[config.mk]
export PLATFORM = sky130hd
export DESIGN_NAME = blind_spot_monitor_n
export DESIGN_NICKNAME = d
export VERILOG_FILES = /design/src/rtl/blind_spot_monitor_n.sv
export SDC_FILE = /design/constraint.sdc
export NUM_CORES = 1
export LEC_CHECK = 0
export ABC_AREA = 1
export CORE_ASPECT_RATIO = 1.2
export CORE_MARGIN = 5
export CORE_UTILIZATION = 54
export CTS_CLUSTER_SIZE = 25
export DETAILED_ROUTE_END_ITERATION = 6
export GPL_ROUTABILITY_DRIVEN = 0
export PLACE_DENSITY = 0.8
export SKIP_CTS_REPAIR_TIMING = 1
export SYNTH_ARGS = -nofsm -noshare
export SYNTH_HDL_FRONTEND = slang
export SYNTH_SLANG_ARGS = --single-unit
[constraint.sdc]
create_clock -name CLK -period 1.48 [get_ports CLK]
set_clock_uncertainty 0.1 [all_clocks]
set_input_delay 0.296 -clock CLK [delete_from_list [all_inputs] [get_ports CLK]]
set_output_delay 0.296 -clock CLK [all_outputs]
set_load 0.01 [all_outputs]
[src/rtl/blind_spot_monitor_n.sv]
// Multi-zone blind-spot monitor: per-channel debounce/hold-off FSM plus a shared
// flash generator that escalates occupied zones to a flashing alert on turn request.
module blind_spot_monitor_n #(
    parameter int CH         = 2,
    parameter int DEB        = 3,
    parameter int HOLD       = 8,
    parameter int FLASH_HALF = 4
) (
    input  logic                      CLK,
    input  logic                      RST,
    input  logic                      en,
    input  logic [CH-1:0]             sensor,
    input  logic [CH-1:0]             turn,
    output logic [CH-1:0]             warn,
    output logic [CH-1:0]             alert,
    output logic [$clog2(CH+1)-1:0]   active_cnt
);

    localparam int AW = $clog2(CH+1);
    localparam int DW = (DEB > 1) ? $clog2(DEB) : 1;
    localparam int HW = (HOLD > 1) ? $clog2(HOLD) : 1;
    localparam int FW = (FLASH_HALF > 1) ? $clog2(FLASH_HALF) : 1;

    localparam logic [DW-1:0] DEB_LAST   = DW'(DEB - 1);
    localparam logic [HW-1:0] HOLD_LAST  = HW'(HOLD - 1);
    localparam logic [FW-1:0] FLASH_LAST = FW'(FLASH_HALF - 1);

    typedef enum logic [1:0] {
        S_IDLE,
        S_QUAL,
        S_ACTIVE,
        S_HOLD
    } state_t;

    logic [CH-1:0] w_warn;
    logic [CH-1:0] r_turn_q;
    logic          r_phase;
    logic [FW-1:0] r_flash_cnt;
    logic          w_any;
    logic [AW-1:0] w_active;

    for (genvar g = 0; g < CH; g++) begin : g_ch
        state_t        r_state, w_state_nx;
        logic [DW-1:0] r_deb, w_deb_nx;
        logic [HW-1:0] r_hold, w_hold_nx;
        logic          r_warn;

        always_comb begin
            w_state_nx = r_state;
            w_deb_nx   = r_deb;
            w_hold_nx  = r_hold;
            case (r_state)
                S_IDLE: begin
                    if (sensor[g]) begin
                        if (DEB == 1) begin
                            w_state_nx = S_ACTIVE;
                        end else begin
                            w_state_nx = S_QUAL;
                            w_deb_nx   = DW'(1);
                        end
                    end
                end
                S_QUAL: begin
                    if (!sensor[g]) begin
                        w_state_nx = S_IDLE;
                        w_deb_nx   = '0;
                    end else if (r_deb == DEB_LAST) begin
                        w_state_nx = S_ACTIVE;
                        w_deb_nx   = '0;
                    end else begin
                        w_deb_nx = r_deb + 1'b1;
                    end
                end
                S_ACTIVE: begin
                    if (!sensor[g]) begin
                        w_state_nx = S_HOLD;
                        w_hold_nx  = HOLD_LAST;
                    end
                end
                S_HOLD: begin
                    // A returning target resumes the warning without re-debouncing.
                    if (sensor[g]) begin
                        w_state_nx = S_ACTIVE;
                        w_hold_nx  = '0;
                    end else if (r_hold == '0) begin
                        w_state_nx = S_IDLE;
                    end else begin
                        w_hold_nx = r_hold - 1'b1;
                    end
                end
                default: begin
                    w_state_nx = S_IDLE;
                    w_deb_nx   = '0;
                    w_hold_nx  = '0;
                end
            endcase
            if (!en) begin
                w_state_nx = S_IDLE;
                w_deb_nx   = '0;
                w_hold_nx  = '0;
            end
        end

        always_ff @(posedge CLK or negedge RST) begin
            if (!RST) begin
                r_state <= S_IDLE;
                r_deb   <= '0;
                r_hold  <= '0;
                r_warn  <= 1'b0;
            end else begin
                r_state <= w_state_nx;
                r_deb   <= w_deb_nx;
                r_hold  <= w_hold_nx;
                r_warn  <= (w_state_nx == S_ACTIVE) || (w_state_nx == S_HOLD);
            end
        end

        assign w_warn[g] = r_warn;
    end

    assign w_any = |(w_warn & r_turn_q);

    // Phase parks at 1 while idle so a new alert lights on its very first cycle.
    always_ff @(posedge CLK or negedge RST) begin
        if (!RST) begin
            r_turn_q    <= '0;
            r_phase     <= 1'b1;
            r_flash_cnt <= '0;
        end else if (!en) begin
            r_turn_q    <= '0;
            r_phase     <= 1'b1;
            r_flash_cnt <= '0;
        end else begin
            r_turn_q <= turn;
            if (!w_any) begin
                r_phase     <= 1'b1;
                r_flash_cnt <= '0;
            end else if (r_flash_cnt == FLASH_LAST) begin
                r_phase     <= ~r_phase;
                r_flash_cnt <= '0;
            end else begin
                r_flash_cnt <= r_flash_cnt + 1'b1;
            end
        end
    end

    always_comb begin
        w_active = '0;
        for (int i = 0; i < CH; i++) begin
            w_active = w_active + AW'(w_warn[i]);
        end
    end

    assign warn       = w_warn;
    assign alert      = w_warn & r_turn_q & {CH{r_phase}};
    assign active_cnt = w_active;

endmodule

After elaboration in Yosys (flattened, before gate mapping) --
Cells that the tools add are included.
Word-level totals: memory bits (read-only) 0, logic and storage cells 98, RAM bits 0, memories kept 0, bits in latches 0, register bits after elaboration 21
Operators by class: mux-type cells 43, eq/ne operators 24, bitwise gates (word level) 3, shift operators 0, reduce and logical (&&, ||, !) cells 11, multiply operators 0, $lt $le $gt $ge 0, $add $sub $neg 6, div/mod/pow operators 0
Operators with widths (count):
- 2-bit 2-to-1 mux | 26
- 3-bit 2-to-1 mux | 8
- 2-bit equality test (second input constant) | 11
- 2-bit case mux with 4 select lines | 2
- 3-bit by 1-bit inequality test with 1-bit output (second input constant) | 4
- 3-bit inequality test (second input constant) | 4
- 3-bit case mux with 2 select lines | 2
- 4-bit inequality test (second input constant) | 2
- 2-bit case mux with 2 select lines | 2
- 2-bit by 1-bit adder with 2-bit output (second input constant) | 3
- 3-bit logical NOT | 2
- 3-bit AND reduction | 2
- 3-bit by 1-bit subtractor with 3-bit output (second input constant) | 2
- 2-bit AND | 2
- 2-bit by 1-bit equality test with 1-bit output (second input constant) | 2
- 2-bit logical NOT | 2
- 2-bit AND reduction | 2
- 1-bit 2-to-1 mux | 3
- 3-bit by 2-bit inequality test with 1-bit output (second input constant) | 1
- 1-bit by 1-bit adder with 2-bit output | 1
- 1-bit logical OR | 2
- 2-bit OR reduction | 1
- 1-bit inverter | 1

Longest topological paths before layout --
Gate-level depths: netlist of run 1.
word-level depth 7, depth in mapped cells 8

Worst setup path after synthesis of run 1 --
OpenSTA, ideal clock, no wires.
kind reg-to-output, start point register r_phase, end point output port alert[1], stages on the path, launching flop included 3, path buffers 0, arrival 868 ps, data required time 1084 ps, slack 216 ps, cell sequence dfstp_2 > inv_1 > nor3_1
Between the ends: longest elaborated chain between the ends 1
Ends and longest elaborated chain:
- start: declaration | RTL line 37 | logic r_phase;
- start signal: assignment | RTL line 139 | r_phase <= ~r_phase;
- 2-bit AND | RTL line 155 | assign alert = w_warn & r_turn_q & {CH{r_phase}};
- end: declaration | RTL line 15 | output logic [CH-1:0] alert,
No other way between the ends.

Final worst setup path of run 1 --
start point register r_phase, end point output port alert[0]
The elaborated chain is that of the path after synthesis.

==> impl_metrics.yaml, run 1 <==
run_status:
  outcome: "finished with violations"
  violations: "setup timing"
route:
  routed_via_density: 4.89
  route.detailed.drc: 0
  num_vias: 1041
  drtIter0Drc: 34
  drt_pass1_iterations: 4
  post_drt_wl_per_cell_um: 11.4
  wl_um: 2430
  ant_nets: 0
synthesis:
  synth_xor_area_frac: 0.00745
  synth_compound_gate_area_share: 0.113
  synth_simple_gate_area_frac: 0.256
  synth_cells: 157
  synthTopCellsByArea: "dfrtp_1 43%, nand2_1 11%, inv_1 8.9%"
  synth_nets: 170
  syn_avg_cell_area_um2: 7.49
  synth_top_family_by_area: "simple AND/OR/NAND/NOR gates"
  synth_top_area_frac: 0.426
  synthFlopType: "dfrtp_1"
  synth_area_um2: 1180
  ys_seq_elements: 21
  synth_mux_area_frac: 0
  ys_types: 21
  async_reset_ff_frac: 1.00
  synth.largest_area_cell: "dfrtp_1"
  synthAdderAreaFrac: 0.0638
  seq_area_frac_synth: 0.448
  yosys_warnings: 0
  synth_edf_count: 0
layout:
  insertedDiodeCount: 0
  layout_common_cells: "34 x nand2_1, 27 x inv_1, 20 x dfrtp_1"
  nNetsFinal: 197
  mostFrequentLayoutCell: "nand2_1"
  stdcell_count: 213
  syn_to_final_growth_pct: 22.0
  final_layout_size_suffix_gt1_frac: 0.158
  fin_area_um2: 1440
grt:
  globalRouteMet2Util: 0.337
  gr-usage-met3: 0.0266
  use_met1: 0.192
  grt_usage: 0.176
  grt_overflow: 0
  antenna_found_initial: 0
  grt_max_degree: 22
  gr-max-usage-layer: "met2"
  grt_pass1_wl_um: 4240
  grt_pass1_vias: 1069
die:
  die_area_um2: 3210
  die_y_um: 61.1
  rows: 18
  initial_core_util: 0.568
  coreArea_um2: 2070
  pin_count: 13
  die-width_um: 52.6
power:
  p_leak_nw: 0.777
  finalPower_w: 0.00106
  pwr_density_cell_nw_per_um2: 742
  vdd_drop_max_v: 0.000594
setup_path:
  timing.rr.start: "g_ch[0].r_hold[0]"
  crit_arrival_ns: 1.16
  crit_type: "reg2out"
  cp-end-kind: "output pin"
  rrSetupSlack_ns: 0.16
  critPathRequiredTime_ns: 1.08
  rr_worst_depth: 7
  cp-start-kind: "flip-flop"
  critPathMaxStageDelay_ns: 0.56
  path_max_fanout: 2
  crit_path_top_delay_cell: "dfstp_2"
  crit_chain: "inv_2 > nor3_2 > buf_2"
  r2r-end: "g_ch[0].r_hold[0]"
placement:
  dp_slack_ns: -0.246
  hpwl_um: 1900
  port-buffer-count: 12
  placedInstanceArea_um2: 1400
  dp_cells: 208
timing:
  finalSetupViolCount: 3
  setup_slack_ns: -0.0718
  min_period_ns: 1.55
  finalCritPeriodShare: 1.05
  slew_violations: 0
  finalSetupTns_ns: -0.170
  fmax_mhz: 644
  tightest_slew_ns: 0.304
  rsz0062_at_grt: "yes"
  slew_headroom: 0.797
  hold_viol_final: 0
worst_hold_path:
  hold_class: "in2async"
clocking:
  tritoncts: "done"
  cts.clk_slew.worst_paths_ns: 0.12
  clockBufferDepth: 2
  htree_levels: 1
  root_buffer: "clkbuf_4"
  numCtsBuffers: 3
  clkLatencyLatePin_ns: 0.29
  clock_sinks: 21
run:
  maxCapViolCount: 0
## sequential cells by signal (all words and copies together), names as in the netlist
| signal | cells |
|---|---|
| g_ch.r_hold | 6 |
| g_ch.r_warn | 2 |
| g_ch.r_deb | 4 |
| r_turn_q | 2 |
| r_flash_cnt | 2 |
| r_phase | 1 |
| g_ch.r_state | 4 |
## cell families (layout without fill, tap and decap cells)
group	after synthesis	after routing
compound gates	25	25
xor+xnor	1	1
fa+ha+maj	6	6
buf+inv	32	58
flops	21	21
simple gates	72	72
## layout make-up
| cell class | instances | area, µm² |
|---|---|---|
| Clock buffer | 4 | 26.3 |
| Tap cell | 30 | 37.5 |
| Timing Repair Buffer | 25 | 203 |
| Fill cell | 178 | 637 |
| Inverter | 29 | 109 |
| Multi-Input combinational cell | 104 | 533 |
| Sequential cell | 21 | 527 |
## cell usage after synthesis, types with 2 or more instances
cell     count
inv_1       28
nand3_1     11
nand4_1      3
nor3_1       2
o21ai_0     11
buf_4        3
ha_1         6
nor2_1      19
dfrtp_1     20
nand2_1     34
o22ai_1      3
a21oi_1      8
## through the flow
step	hold WS (ns)	utilization
after floorplan	-0.0996	-
after global placement	0.368	0.676
after detailed placement	0.375	0.676
after CTS	0.227	0.689
after global routing	0.223	0.693
final	0.228	0.693
## metal layers
metal / wire, µm / up-vias
met4: 21 / 0
met2: 1290 / 13
met1: 1060 / 476
met5: 0 / -
li1: - / 550
met3: 52 / 2
## worst max-delay path, delay by kind of cell, from the launching register on
kind,cells,cell delay (ns)
DFF,1,0.56
and+or+nand+nor,1,0.12
buffers and inverters,2,0.18
## power by group
| group | internal, W | total (W) | switching, W |
|---|---|---|---|
| Sequential | 0.000599 | 0.000619 | 0.0000198 |
| Combinational | 0.0000716 | 0.000168 | 0.0000963 |
| Clock | 0.000105 | 0.000278 | 0.000173 |
## worst max-delay path by stage
stage / startpoint / endpoint / slack (ns) / cells past startpoint
after global placement: r_phase / alert[1] / -0.18 / 3
after detailed placement: r_phase / alert[1] / -0.25 / 3
after floorplan: r_phase / alert[1] / 0.22 / 2
after global routing: g_ch[0].r_warn / active_cnt[0] / -0.11 / 2
final: r_phase / alert[0] / -0.07 / 3
after CTS: r_phase / alert[1] / -0.59 / 3
Power figures use the tool's default switching activity.
==> run 2: changes to the inputs <==
Settings changed: CORE_MARGIN 5 to 4, SKIP_CTS_REPAIR_TIMING 1 to default, SLEW_MARGIN from default to 20.
==> run 2 against run 1 <==
  * The flow still finishes with violations (setup timing)
  * Clock power decreased by 6%
  * Global-route usage about the same
  * Critical path depth decreased by 1
  * Clock-buffer cell count unchanged
  * Design area down 0.44%
  * Register-to-register slack about the same
  * Worst setup slack better by 0.044 ns
  * Die area is 7.0% lower
  * Sequential cell count did not move
  * Largest power group unchanged
==> impl_metrics.yaml, run 2 (synthesized netlist as in run 1, its figures left out) <==
timing:
  finalCritPeriodShare: 1.02
  slew_violations: 0
  hold_viol_final: 0
  setup_slack_ns: -0.0274
  tightest_slew_ns: 0.312
  fmax_mhz: 663
  finalSetupTns_ns: -0.0728
  finalSetupViolCount: 3
  min_period_ns: 1.51
  slew_headroom: 0.791
  rsz0062_at_grt: "yes"
  fin_hold_ws_ns: 0.229
clocking:
  root_buffer: "clkbuf_4"
  tritoncts: "done"
  htree_levels: 1
  clock_sinks: 21
  clkLatencyLatePin_ns: 0.29
  cts.clk_slew.worst_paths_ns: 0.11
  postCtsHoldBufs: 0
  numCtsBuffers: 3
  clockBufferDepth: 2
die:
  pin_count: 13
  die_y_um: 59.1
  die-width_um: 50.6
  die_area_um2: 2990
  coreArea_um2: 2070
  rows: 18
  initial_core_util: 0.568
route:
  met2_length_um: 1140
  drtIter0Drc: 21
  top_layer_used: "met4"
  post_drt_wl_per_cell_um: 10.5
  route.detailed.drc: 0
  num_vias: 1050
  drt_pass1_iterations: 4
  ant_nets: 0
  met1_length_um: 975
  routed_via_density: 4.95
  wl_um: 2230
  route.met3.wl_um: 96
power:
  finalPower_w: 0.00105
  p_leak_nw: 0.747
  pwr_density_cell_nw_per_um2: 737
  vdd_drop_max_v: 0.000488
layout:
  insertedDiodeCount: 0
  mostFrequentLayoutCell: "nand2_1"
  layout_common_cells: "34 x nand2_1, 27 x inv_1, 20 x dfrtp_1"
  nNetsFinal: 196
  largest_reg_flops: 6
  n_fill_cell: 178
  syn_to_final_growth_pct: 21.5
  final_layout_size_suffix_gt1_frac: 0.159
  largest-register: "g_ch.r_hold"
  reg_top3: "g_ch.r_hold: 6 flops, g_ch.r_deb: 4 flops, g_ch.r_state: 4 flops"
setup_path:
  crit_chain: "ha_1 > buf_2"
  cp_num_buf_inv: 1
  crit_arrival_ns: 1.11
  crit_path_top_delay_cell: "dfrtp_1"
  timing.rr.start: "g_ch[0].r_hold[0]"
  cp_top_family: "flip-flops"
  r2r-end: "g_ch[0].r_hold[0]"
  cp-end-kind: "output pin"
  crit_type: "reg2out"
  rrSetupSlack_ns: 0.15
  rr_worst_depth: 7
  path_max_fanout: 2
  critPathRequiredTime_ns: 1.08
  cp-start-kind: "flip-flop"
  critPathMaxStageDelay_ns: 0.40
run_status:
  violations: "setup timing"
  outcome: "finished with violations"
run:
  maxCapViolCount: 0
worst_hold_path:
  hold_class: "in2async"
grt:
  grt_usage: 0.175
  grt_pass1_vias: 1017
  grt_pass1_wl_um: 4090
  antenna_found_initial: 0
  grt_max_degree: 22
  grt_overflow: 0
placement:
  port-buffer-count: 12
  hpwl_um: 1790
==> run 2: changes by cell type in the layout (fill, tap and decap cells not counted), sizes merged <==
cell          previous run  this run
buf                     15        16
clkbuf                   6         5
dlygate4sd2              0         1
dlymetal6s2s             2         0
==> run 2: repair_timing <==
item                       in CTS  in global routing
setup endpoints to repair       6                  5
cloned                          0                  0
buffers inserted                1                  0
gates resized for setup        22                  3
pin swaps                       2                  1
==> run 2: how the worst max path moves through the flow <==
stage,startpoint,slack (ns),depth (start not counted),end
after floorplan,r_phase,0.22,2,alert[1]
after global placement,r_phase,-0.18,3,alert[1]
after detailed placement,r_phase,-0.21,3,alert[1]
after CTS,r_phase,-0.08,3,alert[0]
after global routing,r_phase,-0.09,3,alert[1]
final,g_ch[0].r_warn,-0.03,2,active_cnt[0]
==> run 2: per-layer routing <==
metal | global-route usage | vias to the layer above
met2 | 0.317 | 20
met4 | 0.0462 | 0
met3 | 0.0277 | 2
met1 | 0.216 | 482
met5 | 0 | -
li1 | - | 546
==> run 2: metrics by stage <==
| step | utilization | instance area (µm²) | setup WS, ns | cells |
|---|---|---|---|---|
| floorplan | - | 1180 | 0.216 | 157 |
| detailed placement | 0.679 | 1410 | -0.208 | 207 |
| finish | 0.690 | 1430 | -0.0274 | 212 |
| CTS | 0.690 | 1430 | -0.0831 | 212 |
| global route | 0.690 | 1430 | -0.0913 | 212 |
| global placement | 0.679 | 1410 | -0.178 | 207 |
==> run 2: layout make-up <==
cell class | instances | area (µm²) | share of cell area
clock buffers | 4 | 26.3 | 0.0184
repair buffers | 24 | 196 | 0.137
well taps | 30 | 37.5 | 0.0263
flip-flops and latches | 21 | 527 | 0.369
inverters | 29 | 109 | 0.0762
multi-input cells | 104 | 533 | 0.373
==> run 2: report_power, final <==
part | total (W) | switching, W | leakage, nW | internal (W)
Combinational | 0.000172 | 0.0000981 | 0.458 | 0.0000742
Sequential | 0.000618 | 0.0000193 | 0.275 | 0.000599
Clock | 0.000262 | 0.000158 | 0.0150 | 0.000105
Total | 0.00105 | 0.000275 | 0.747 | 0.000778
==> run 2: worst register-to-register path, delay by kind of cell, from the launching register on <==
kind / cells / cell delay (ns)
and+or+nand+nor: 4 / 0.38
buffers and inverters: 1 / 0.12
DFF: 1 / 0.38
AOI/OAI and AO/OA: 1 / 0.07
adders and majority gates: 1 / 0.17
==> run 3: changes to the inputs <==
Settings changed: ABC_AREA 1 to default, SLEW_MARGIN 20 to 40.
==> run 3 against run 2 <==
  * The flow still finishes with violations (setup timing)
  * Register-to-register slack worse by 0.08 ns
  * Global-route usage increased by 0.38 points
  * Design area is 1.5% lower
  * Sequential cell count unchanged
  * Combinational power fell by 42%
  * Clock-buffer cell count unchanged
  * Via count shrank 15%
  * Hold slack got worse by 0.11 ns
  * Critical path depth did not move
==> impl_metrics.yaml, run 3 <==
setup_path:
  cp_top_family: "flip-flops"
  path_max_fanout: 2
  cp-start-kind: "flip-flop"
  crit_arrival_ns: 1.14
  r2r-end: "g_ch[1].r_hold[1]"
  crit_path_top_delay_cell: "dfrtp_1"
  critPathRequiredTime_ns: 1.08
  critPathMaxStageDelay_ns: 0.42
  crit_type: "reg2out"
  rr_worst_depth: 5
  crit_chain: "ha_1 > buf_2"
  cp_num_buf_inv: 1
  cp-end-kind: "output pin"
  crit_start: "g_ch[1].r_warn"
  rrSetupSlack_ns: 0.07
  timing.rr.start: "g_ch[1].r_hold[0]"
route:
  num_vias: 894
  drt_pass1_iterations: 4
  routed_via_density: 5.39
  route.detailed.drc: 0
  drtIter0Drc: 10
  post_drt_wl_per_cell_um: 13.6
  wl_um: 2250
  ant_nets: 0
power:
  swShare: 0.238
  pwr-share-seq: 0.616
  finalPower_w: 0.000974
  p_sw_w: 0.000232
  power_frac_clock: 0.281
  combPwrFrac: 0.103
  pwr_density_cell_nw_per_um2: 692
  p_leak_nw: 0.652
  intPower_w: 0.000742
  vdd_drop_max_v: 0.000470
layout:
  syn_to_final_growth_pct: 19.6
  largest_reg_flops: 6
  largest-register: "g_ch.r_hold"
  insertedDiodeCount: 0
  final_util: 0.679
  mostFrequentLayoutCell: "dfrtp_1"
  nNetsFinal: 150
  reg_top3: "g_ch.r_hold: 6 flops, g_ch.r_deb: 4 flops, g_ch.r_state: 4 flops"
  stdcell_count: 166
  layout_common_cells: "20 x dfrtp_1, 10 x o21ai_0, 10 x buf_4"
  n_fill_cell: 174
  final_layout_size_suffix_gt1_frac: 0.213
synthesis:
  synth_cells: 115
  synth_area_um2: 1180
  async_reset_ff_frac: 1.00
  synth.largest_area_cell: "dfrtp_1"
  synth_commonest_cells: "20 x dfrtp_1, 10 x o21ai_0, 8 x nor2b_1, 7 x nand2_1, 7 x nor2_1"
  ys_types: 38
  seq_area_frac_synth: 0.447
  synth_top_area_frac: 0.425
  synthTopCellsByArea: "dfrtp_1 43%, ha_1 6.4%, nor2b_1 4.3%"
  synth_nets: 128
  ys_seq_elements: 21
  synthFlopType: "dfrtp_1"
  syn_avg_cell_area_um2: 10.2
  yosys_warnings: 0
  yosysMostFrequentCell: "dfrtp_1"
  synth_edf_count: 0
clocking:
  tritoncts: "done"
  root_buffer: "clkbuf_4"
  cts.clk_slew.worst_paths_ns: 0.11
  postCtsHoldBufs: 0
  numCtsBuffers: 3
  htree_levels: 1
  clockBufferDepth: 2
  clkLatencyLatePin_ns: 0.30
  clock_sinks: 21
timing:
  fmax_mhz: 653
  finalSetupViolCount: 3
  rsz0062_at_grt: "yes"
  slew_violations: 0
  slew_headroom: 0.809
  tightest_slew_ns: 0.284
  finalCritPeriodShare: 1.03
  hold_viol_final: 0
  setup_slack_ns: -0.0511
  min_period_ns: 1.53
grt:
  grt_pass1_wl_um: 4060
  grt_usage: 0.179
  grt_overflow: 0
  grt_max_degree: 12
  antenna_found_initial: 0
  grt_pass1_vias: 968
worst_hold_path:
  hold_class: "in2async"
die:
  coreArea_um2: 2070
  initial_core_util: 0.568
  die_area_um2: 2990
  die-width_um: 50.6
  rows: 18
  die_y_um: 59.2
  pin_count: 13
run_status:
  violations: "setup timing"
  outcome: "finished with violations"
placement:
  dp_cells: 161
  port-buffer-count: 12
  hpwl_um: 1690
  dp_slack_ns: -0.131
run:
  maxCapViolCount: 0
run 3: logic make-up after synthesis:
group / Yosys count / share of synthesized area
xor gates and xnor gates: 1 / 0.00744
adders and majority gates: 6 / 0.0638
and+or+nand+nor: 42 / 0.218
AOI/OAI and AO/OA: 30 / 0.182
buffers and inverters: 12 / 0.0563
muxes: 3 / 0.0255
DFF: 21 / 0.447
run 3: through the flow:
stage	TNS [ns]	instance area (µm²)	hold WS, ns
5_1_grt	-0.319	1410	0.115
3_5_place_dp	-0.829	1370	0.331
6_report	-0.137	1410	0.116
3_3_place_gp	-0.584	1370	0.323
4_1_cts	-0.154	1380	0.109
2_1_floorplan	0	1180	-0.0996
run 3: per-layer routing:
| metal | global-route usage | wire length, µm |
|---|---|---|
| met1 | 0.205 | 1010 |
| met2 | 0.328 | 1140 |
| met3 | 0.0252 | 76 |
| met4 | 0.0808 | 21 |
| met5 | 0 | 0 |
run 3: repair_timing:
action                                  CTS  global route
endpoints found under the setup margin    6             8
gates cloned                              0             0
buffers inserted                          0             1
pin swaps                                 1             3
gates resized for setup                  21             9
run 3: area by class of cell:
type                       count  area, µm²  area share
clock buffer                   4       26.3      0.0187
inverter                       6       22.5      0.0160
multi-input combinational     82        606       0.430
sequential                    21        527       0.374
tap                           30       37.5      0.0267
timing repair buffer          23        189       0.134
run 3: worst max path at each step:
| stage | endpoint | depth (start not counted) |
|---|---|---|
| floorplan | g_ch[1].r_hold[0] | 5 |
| global placement | alert[0] | 2 |
| detailed placement | g_ch[1].r_hold[1] | 4 |
| CTS | active_cnt[0] | 2 |
| global route | alert[0] | 2 |
| finish | active_cnt[0] | 2 |
run 3: power groups by stage:
stage | Sequential (W) | Combinational, W | Clock [W]
floorplan | 0.000604 | 0.0000552 | 0
global placement | 0.000609 | 0.0000966 | 0
detailed placement | 0.000610 | 0.000100 | 0
CTS | 0.000599 | 0.000101 | 0.000282
global route | 0.000603 | 0.000113 | 0.000308
finish | 0.000600 | 0.000100 | 0.000274
run 3: worst register-to-register path, stage by stage (launching register included):
cell	delay [ns]
dfrtp_1	0.44
inv_2	0.08
ha_2	0.19
nand3b_4	0.10
o211ai_4	0.24
mux2i_1	0.20
